===== src/rtl/counter_seq_pkg.sv =====
// Shared opcodes, FSM state encoding and default widths for the counter command sequencer.
`default_nettype none

package counter_seq_pkg;

  localparam logic [1:0] OP_HOLD = 2'b00;
  localparam logic [1:0] OP_LOAD = 2'b01;
  localparam logic [1:0] OP_UP   = 2'b10;
  localparam logic [1:0] OP_DOWN = 2'b11;

  localparam int WIDTH_DEF = 4;
  localparam int DUR_W_DEF = 8;

  typedef enum logic [1:0] {
    ST_IDLE = 2'd0,
    ST_LOAD = 2'd1,
    ST_RUN  = 2'd2,
    ST_HOLD = 2'd3
  } state_t;

endpackage

`default_nettype wire


===== src/rtl/seq_duration_timer.sv =====
// Duration down-counter: loaded with N on command accept, decremented once per active cycle.
`default_nettype none

module seq_duration_timer
  import counter_seq_pkg::*;
#(
  parameter int DUR_W = DUR_W_DEF
) (
  input  logic             clk,
  input  logic             reset,
  input  logic             load,
  input  logic [DUR_W-1:0] load_val,
  input  logic             dec,
  output logic             last,
  output logic             zero
);

  logic [DUR_W-1:0] remaining;

  // Saturates at zero so a stray decrement can never wrap to a huge duration.
  always_ff @(posedge clk or posedge reset) begin
    if (reset) begin
      remaining <= '0;
    end else if (load) begin
      remaining <= load_val;
    end else if (dec && (remaining != '0)) begin
      remaining <= remaining - 1'b1;
    end
  end

  assign last = (remaining == DUR_W'(1));
  assign zero = (remaining == '0);

endmodule

`default_nettype wire


===== src/rtl/counter_cmd_sequencer.sv =====
// Command-driven controller for up_down_counter (LOAD / UP N / DOWN N / HOLD N, done pulse).
// Optional SEQ_ABORT_EN adds an abort input and a one-cycle aborted pulse.
`default_nettype none

module counter_cmd_sequencer
  import counter_seq_pkg::*;
#(
  parameter int WIDTH = WIDTH_DEF,
  parameter int DUR_W = DUR_W_DEF
) (
  input  logic             clk,
  input  logic             reset,
  input  logic             cmd_valid,
  output logic             cmd_ready,
  input  logic [1:0]       cmd_op,
  input  logic [DUR_W-1:0] cmd_arg,
`ifdef SEQ_ABORT_EN
  input  logic             abort,
  output logic             aborted,
`endif
  output logic             enable,
  output logic             up_down,
  output logic             load,
  output logic [WIDTH-1:0] load_val,
  output logic             busy,
  output logic             done
);

  state_t state;
  logic   accept;
  logic   timer_dec;
  logic   timer_last;
  logic   timer_zero;
  logic   finish;
  logic   abort_req;

  assign accept    = cmd_valid && cmd_ready;
  assign timer_dec = (state == ST_RUN) || (state == ST_HOLD);
  assign finish    = timer_last || timer_zero;

`ifdef SEQ_ABORT_EN
  assign abort_req = abort;
`else
  assign abort_req = 1'b0;
`endif

  seq_duration_timer #(
    .DUR_W(DUR_W)
  ) u_timer (
    .clk     (clk),
    .reset   (reset),
    .load    (accept),
    .load_val(cmd_arg),
    .dec     (timer_dec),
    .last    (timer_last),
    .zero    (timer_zero)
  );

  always_ff @(posedge clk or posedge reset) begin
    if (reset) begin
      state     <= ST_IDLE;
      cmd_ready <= 1'b0;
      enable    <= 1'b0;
      up_down   <= 1'b0;
      load      <= 1'b0;
      load_val  <= '0;
      busy      <= 1'b0;
      done      <= 1'b0;
`ifdef SEQ_ABORT_EN
      aborted   <= 1'b0;
`endif
    end else begin
      done <= 1'b0;
`ifdef SEQ_ABORT_EN
      aborted <= 1'b0;
`endif
      case (state)
        ST_IDLE: begin
          cmd_ready <= 1'b1;
          busy      <= 1'b0;
          if (accept) begin
            case (cmd_op)
              OP_LOAD: begin
                state     <= ST_LOAD;
                load      <= 1'b1;
                load_val  <= cmd_arg[WIDTH-1:0];
                cmd_ready <= 1'b0;
                busy      <= 1'b1;
              end
              OP_UP, OP_DOWN: begin
                // A zero-length count completes at once and leaves up_down untouched.
                if (cmd_arg == '0) begin
                  done <= 1'b1;
                end else begin
                  state     <= ST_RUN;
                  enable    <= 1'b1;
                  up_down   <= (cmd_op == OP_UP);
                  cmd_ready <= 1'b0;
                  busy      <= 1'b1;
                end
              end
              default: begin
                if (cmd_arg == '0) begin
                  done <= 1'b1;
                end else begin
                  state     <= ST_HOLD;
                  cmd_ready <= 1'b0;
                  busy      <= 1'b1;
                end
              end
            endcase
          end
        end
        ST_LOAD: begin
          state     <= ST_IDLE;
          load      <= 1'b0;
          done      <= 1'b1;
          cmd_ready <= 1'b1;
          busy      <= 1'b0;
        end
        default: begin
          if (abort_req) begin
            state     <= ST_IDLE;
            enable    <= 1'b0;
            cmd_ready <= 1'b1;
            busy      <= 1'b0;
`ifdef SEQ_ABORT_EN
            aborted   <= 1'b1;
`endif
          end else if (finish) begin
            state     <= ST_IDLE;
            enable    <= 1'b0;
            done      <= 1'b1;
            cmd_ready <= 1'b1;
            busy      <= 1'b0;
          end
        end
      endcase
    end
  end

endmodule

`default_nettype wire


===== config.mk =====
export PLATFORM = sky130hd
export DESIGN_NAME = counter_cmd_sequencer
export DESIGN_NICKNAME = d
export VERILOG_FILES = /design/src/rtl/counter_seq_pkg.sv /design/src/rtl/seq_duration_timer.sv /design/src/rtl/counter_cmd_sequencer.sv
export SDC_FILE = /design/constraint.sdc
export NUM_CORES = 1
export LEC_CHECK = 0
export CORE_ASPECT_RATIO = 2
export CORE_MARGIN = 2
export CORE_UTILIZATION = 35
export CTS_CLUSTER_SIZE = 24
export DETAILED_ROUTE_END_ITERATION = 8
export PLACE_DENSITY = 0.55
export SYNTH_ARGS = -nofsm -noshare
export SYNTH_HDL_FRONTEND = slang
export SYNTH_HIERARCHICAL = 1
export SYNTH_SLANG_ARGS = --single-unit

===== constraint.sdc =====
create_clock -name clk -period 3 [get_ports clk]
set_clock_uncertainty 0.2 [all_clocks]
set_input_delay 0.45 -clock clk [delete_from_list [all_inputs] [get_ports clk]]
set_output_delay 0.45 -clock clk [all_outputs]
set_load 0.02 [all_outputs]

==> summary.txt, run 1 <==
Outcome
  – Outcome: completed

Power and ir drop
  – Static leakage: 0.636 nW
  – IR drop worst, VDD: 0.000541 V
  – PD cells: 981 nW/um^2
  – Pwr Total: 1.47 mW

Synth
  – Post-synthesis register bit count: 20
  – Post-Syn Nets: 125
  – Mapped cell area: 1180 sq um
  – YS warnings: 6
  – Syn_area_per_cell: 10.8 sq um
  – Ys flop type: dfrtp_1
  – EDFF count, synth: 0
  – Synth area leader: dfrtp_1
  – Post-Synthesis Cells: 109
  – Most frequent cell after synthesis: dfrtp_1
  – Top post-synthesis cells by count: dfrtp_1 (20), inv_1 (8), nor2_1 (8)
  – Share of flip-flops with an asynchronous set or reset: 1.00
  – Yosys cell types: 45
  – Top cell type's share of synthesized area: 0.425
  – Sequential area share after synthesis: 0.425
  – Synth area leaders: dfrtp_1 (43%), mux2_4 (5.1%), nor4_4 (3.6%)

Worst setup path
  – R2r setup slk: 0.80 ns
  – Crit end category: flip-flop
  – Slowest CP cell: or4_1
  – Data required time at the worst endpoint: 2.96 ns
  – Worst EP arrival: 2.16 ns
  – Max FO, Critical Path: 6
  – CP delay by family, top: simple AND/OR/NAND/NOR gates
  – RR Startpoint: u_timer/remaining[6]
  – R2r endpoint: state[0]
  – Crit start category: flip-flop
  – CP max stage delay: 0.61 ns
  – Worst-path cell chain: or4_1 > nor4b_1 > nor3_1 > a21o_2
  – WS Path Type: flip-flop to flip-flop
  – CP Buf/Inv Count: 0
  – Reg2reg path depth: 4

Floorplan
  – Ports: 23
  – Vert. Die Dim: 86.0 um
  – Row count: 29
  – Full die area: 3870 sq um
  – Core area: 3190 sq um
  – Initial core utilization: 0.369
  – Die X-Extent: 45.0 um

Cells and area
  – Share of cells above drive strength 1: 0.149
  – Layout Nets: 151
  – Layout overhead on the synthesized area: 27.6%
  – Finished Cell Area: 1500 sq um
  – Area of the multi-input gates: 608 sq um
  – Register Area: 500 sq um
  – Layout Cells excl Fill: 165
  – Antenna cells: 0
  – Layout filler cell count: 322

Clock network
  – Total CTS buffers: 3
  – Hold_buf cts: 0
  – CTS max path bufs: 2
  – CTS resizes: 0
  – Post-CTS Setup Bufs: 0
  – Clk_lat worst skew: 0.26 ns
  – CTS Sinks: 20
  – TritonCTS clock tree: built
  – Worst-path clk slew: 0.08 ns
  – # H-tree levels: 1
  – Clk root buf: clkbuf_8

Drt
  – Post-Route WL: 2.84 mm
  – Metal3 WL: 105 um
  – Post-DR vias/cell: 5.98
  – Routed wire length on met2: 1.52 mm
  – M1 wire length: 1.10 mm
  – Pre-antenna DRT Iters: 4
  – Final ANT Viol Nets: 0
  – DRC viols: 0
  – Drt wl/cell: 17.2 um
  – Initial DRC count: 23
  – DR vias: 987
  – Top Metal Used: met4

STA
  – Unrepaired setup endpoints after global routing: no
  – Minimum clock period: 2.20 ns
  – Actual slew at the worst max-slew pin: 0.530 ns
  – Max_slew headroom: 0.644
  – Final hold viol count: 0
  – Fin Setup TNS: 0 ns
  – Final period util: 0.735
  – Peak Freq: 0.454 GHz
  – Slew Limit Fails: 0
  – Endpoints failing setup: 0

Placement
  – DP Area: 1430 sq um
  – Post-DP HPWL: 2.22 mm
  – Final Wtd Congestion: 0.906
  – Inst Count DP: 161
  – Count of buffers from port buffering: 22

Job
  – Max Cap Violations: 0

Global routing
  – First-pass GRT wire length: 4.80 mm
  – Gr usage total: 0.165
  – Vias in the first global route: 1051
  – Largest net degree at the start of global routing: 16
  – Initial antenna violation count: 0
  – Global route total overflow: 0

Worst hold path
  – Worst min-delay path class: primary input to asynchronous set/reset pin
-- state kept, by name (all words and copies together) (netlist names) --
name	cells
busy	1
enable	1
u_timer/remaining	8
cmd_ready	1
state	2
up_down	1
done	1
load_val	4
load	1
-- how the worst max path moves through the flow --
stage                                     from              endpoint  depth (start not counted)  slack, ns
final                     u_timer/remaining[6]              state[0]                          4       0.80
after global routing      u_timer/remaining[3]              state[1]                          4       0.62
after CTS                 u_timer/remaining[3]              state[0]                          4       0.78
after detailed placement  u_timer/remaining[3]              state[0]                          4       0.80
after global placement               cmd_valid  u_timer/remaining[6]                          5       0.81
after floorplan           u_timer/remaining[3]              state[0]                          6       0.94
-- layer usage --
layer,global-route usage,vias to the layer above
met5,0,-
met4,0.102,0
met3,0.0232,10
met2,0.278,29
met1,0.185,485
li1,-,463
-- cell type report --
cell class,count,share of cell area
timing repair buffer,26,0.167
clock inverter,1,0.0200
clock buffer,3,0.0275
multi-input combinational,75,0.405
sequential,20,0.333
inverter,9,0.0225
tap,31,0.0258
-- logic make-up after synthesis --
family	synth area share
muxes	0.0606
and+or+nand+nor	0.228
buffers and inverters	0.0584
DFF	0.425
AOI/OAI and AO/OA	0.196
adders and majority gates	0.0319
-- metrics by stage --
stage,setup slack [ns],hold WS [ns],utilization
detailed placement,0.801,0.271,0.448
global placement,0.810,0.268,0.448
floorplan,0.938,0.0657,-
global route,0.616,0.296,0.471
CTS,0.783,0.293,0.471
finish,0.795,0.271,0.471
-- where the power goes --
part           total, mW  internal [mW]  switching (mW)  leakage [nW]
sequential         0.519          0.397           0.122         0.239
combinational      0.683          0.344           0.339         0.361
clock              0.271          0.178          0.0934        0.0357
total               1.47          0.919           0.554         0.636
-- placed cells by master, fill, tap and decap left out, types with 4 or more instances in the layout --
cell type	Yosys	layout
clkdlybuf4s50_1	0	22
dfrtp_1	20	20
inv_1	8	8
nor2_1	8	8
mux2_4	4	4
a31oi_1	4	4
a21oi_1	4	4
nand2_1	4	4
buf_4	0	4
No activity file was read; power rests on OpenSTA's default activity.
==> inputs of run 2 (changes only) <==
==> constraint.sdc (replaced) <==
create_clock -name clk -period 2.05 [get_ports clk]
set_clock_uncertainty 0.2 [all_clocks]
set_input_delay 0.3075 -clock clk [delete_from_list [all_inputs] [get_ports clk]]
set_output_delay 0.3075 -clock clk [all_outputs]
set_load 0.02 [all_outputs]
==> run 2 against run 1 <==
Total power increased by 55%; critical path depth unchanged; highest routed layer unchanged; cell area increased by 9.0%; largest power group unchanged; register-to-register slack worse by 0.69 ns.
==> summary.txt, run 2 (same netlist as run 1, synthesis figures left out) <==
Worst setup path
  – Crit end category: flip-flop
  – R2r endpoint: state[0]
  – Crit start category: flip-flop
  – CP delay by family, top: simple AND/OR/NAND/NOR gates
  – CP Buf/Inv Count: 0
  – Worst EP arrival: 1.91 ns
  – CP max stage delay: 0.59 ns
  – Worst-path cell chain: or4_4 > nor4b_4 > nor3_1 > a21o_2
  – RR Startpoint: u_timer/remaining[5]
  – WS Path Type: flip-flop to flip-flop
  – R2r setup slk: 0.10 ns
  – Data required time at the worst endpoint: 2.01 ns
  – Reg2reg path depth: 4
  – Slowest CP cell: or4_4
  – Max FO, Critical Path: 5

Power and ir drop
  – Static leakage: 0.718 nW
  – Sequential power share: 0.324
  – Sw frac: 0.388
  – Pwr Total: 2.29 mW
  – Cell Int Power: 1.40 mW
  – Clk pwr share: 0.135
  – Comb power frac: 0.541
  – PD cells: 1400 nW/um^2
  – Net switching power: 0.887 mW
  – IR drop worst, VDD: 0.000808 V

STA
  – Unrepaired setup endpoints after global routing: no
  – Endpoints failing setup: 0
  – Fin Setup TNS: 0 ns
  – Max_slew headroom: 0.636
  – Final hold viol count: 0
  – Minimum clock period: 1.95 ns
  – PnR worst setup slack: 0.103 ns
  – Slew Limit Fails: 0
  – Final period util: 0.950
  – Actual slew at the worst max-slew pin: 0.538 ns
  – Worst hold slack: 0.142 ns
  – Peak Freq: 0.514 GHz

Placement
  – Count of buffers from port buffering: 22
  – Pre-CTS WS: 0.0231 ns
  – DP Area: 1560 sq um
  – Final Wtd Congestion: 0.923
  – Inst Count DP: 177
  – Post-DP HPWL: 2.61 mm

Floorplan
  – Row count: 29
  – Initial core utilization: 0.369
  – Ports: 23
  – Core area: 3190 sq um
  – Vert. Die Dim: 86.0 um
  – Die X-Extent: 45.0 um
  – Full die area: 3870 sq um

Global routing
  – First-pass GRT wire length: 5.34 mm
  – Largest net degree at the start of global routing: 13
  – Initial antenna violation count: 0
  – Global route total overflow: 0
  – Gr usage total: 0.191
  – Vias in the first global route: 1116

Clock network
  – Hold_buf cts: 0
  – # H-tree levels: 1
  – Clk root buf: clkbuf_8
  – Worst-path clk slew: 0.08 ns
  – Clk_lat worst skew: 0.26 ns
  – CTS max path bufs: 2
  – TritonCTS clock tree: built
  – Total CTS buffers: 3
  – CTS Sinks: 20

Cells and area
  – Share of cells above drive strength 1: 0.265
  – Layout Nets: 168
  – Layout filler cell count: 306
  – Biggest register: u_timer/remaining
  – Most common cell after layout, fill and taps aside: clkdlybuf4s50_1
  – Layout Cells excl Fill: 182
  – Top Registers: u_timer/remaining x8, load_val x4, state x2
  – Most frequent cells in the layout: clkdlybuf4s50_1 (22), buf_4 (21), dfrtp_1 (20)
  – Layout overhead on the synthesized area: 39.1%
  – Antenna cells: 0
  – Final Util: 0.513
  – Max reg flops: 8
  – Finished Cell Area: 1640 sq um

Drt
  – Drt wl/cell: 17.9 um
  – DRC viols: 0
  – Final ANT Viol Nets: 0
  – Post-DR vias/cell: 5.84
  – Initial DRC count: 14
  – DR vias: 1062
  – Post-Route WL: 3.26 mm
  – Pre-antenna DRT Iters: 4

Worst hold path
  – Worst min-delay path class: primary input to asynchronous set/reset pin

Job
  – Max Cap Violations: 0

Outcome
  – Outcome: completed
==> run 2: repair_timing <==
action	in CTS	in global routing
resized for setup	0	4
endpoints found under the hold margin	0	0
buffers inserted	0	1
setup endpoints to repair	0	7
==> run 2: power groups by stage <==
stage	logic (mW)	registers [mW]	clock network [mW]
finish	1.24	0.742	0.308
global route	1.33	0.764	0.334
CTS	1.20	0.734	0.314
detailed placement	1.19	0.740	0
global placement	1.18	0.732	0
floorplan	0.550	0.837	0
==> run 2: how the worst max path moves through the flow <==
stage / start / depth (start not counted) / to
2_1_floorplan: state[1] / 4 / u_timer/remaining[7]
3_3_place_gp: u_timer/remaining[6] / 4 / state[0]
3_5_place_dp: u_timer/remaining[5] / 4 / state[0]
4_1_cts: u_timer/remaining[5] / 4 / state[0]
5_1_grt: u_timer/remaining[0] / 6 / cmd_ready
6_report: u_timer/remaining[5] / 4 / state[0]
==> run 2: per-layer routing <==
metal | up-vias | GRT usage | wire length, um | part of all wire
met4 | 0 | 0.126 | 135 | 0.041
met2 | 25 | 0.332 | 1810 | 0.56
met1 | 523 | 0.203 | 1240 | 0.38
li1 | 501 | - | - | -
met5 | - | 0 | 0 | 0
met3 | 13 | 0.0189 | 70 | 0.021
==> run 2: area by class of cell <==
cell class | instances | area (sq um) | area share
repair buffers | 43 | 378 | 0.231
inverters | 9 | 33.8 | 0.0206
multi-input cells | 75 | 632 | 0.386
flip-flops and latches | 20 | 500 | 0.306
clock buffers | 4 | 55.1 | 0.0336
well taps | 31 | 38.8 | 0.0237
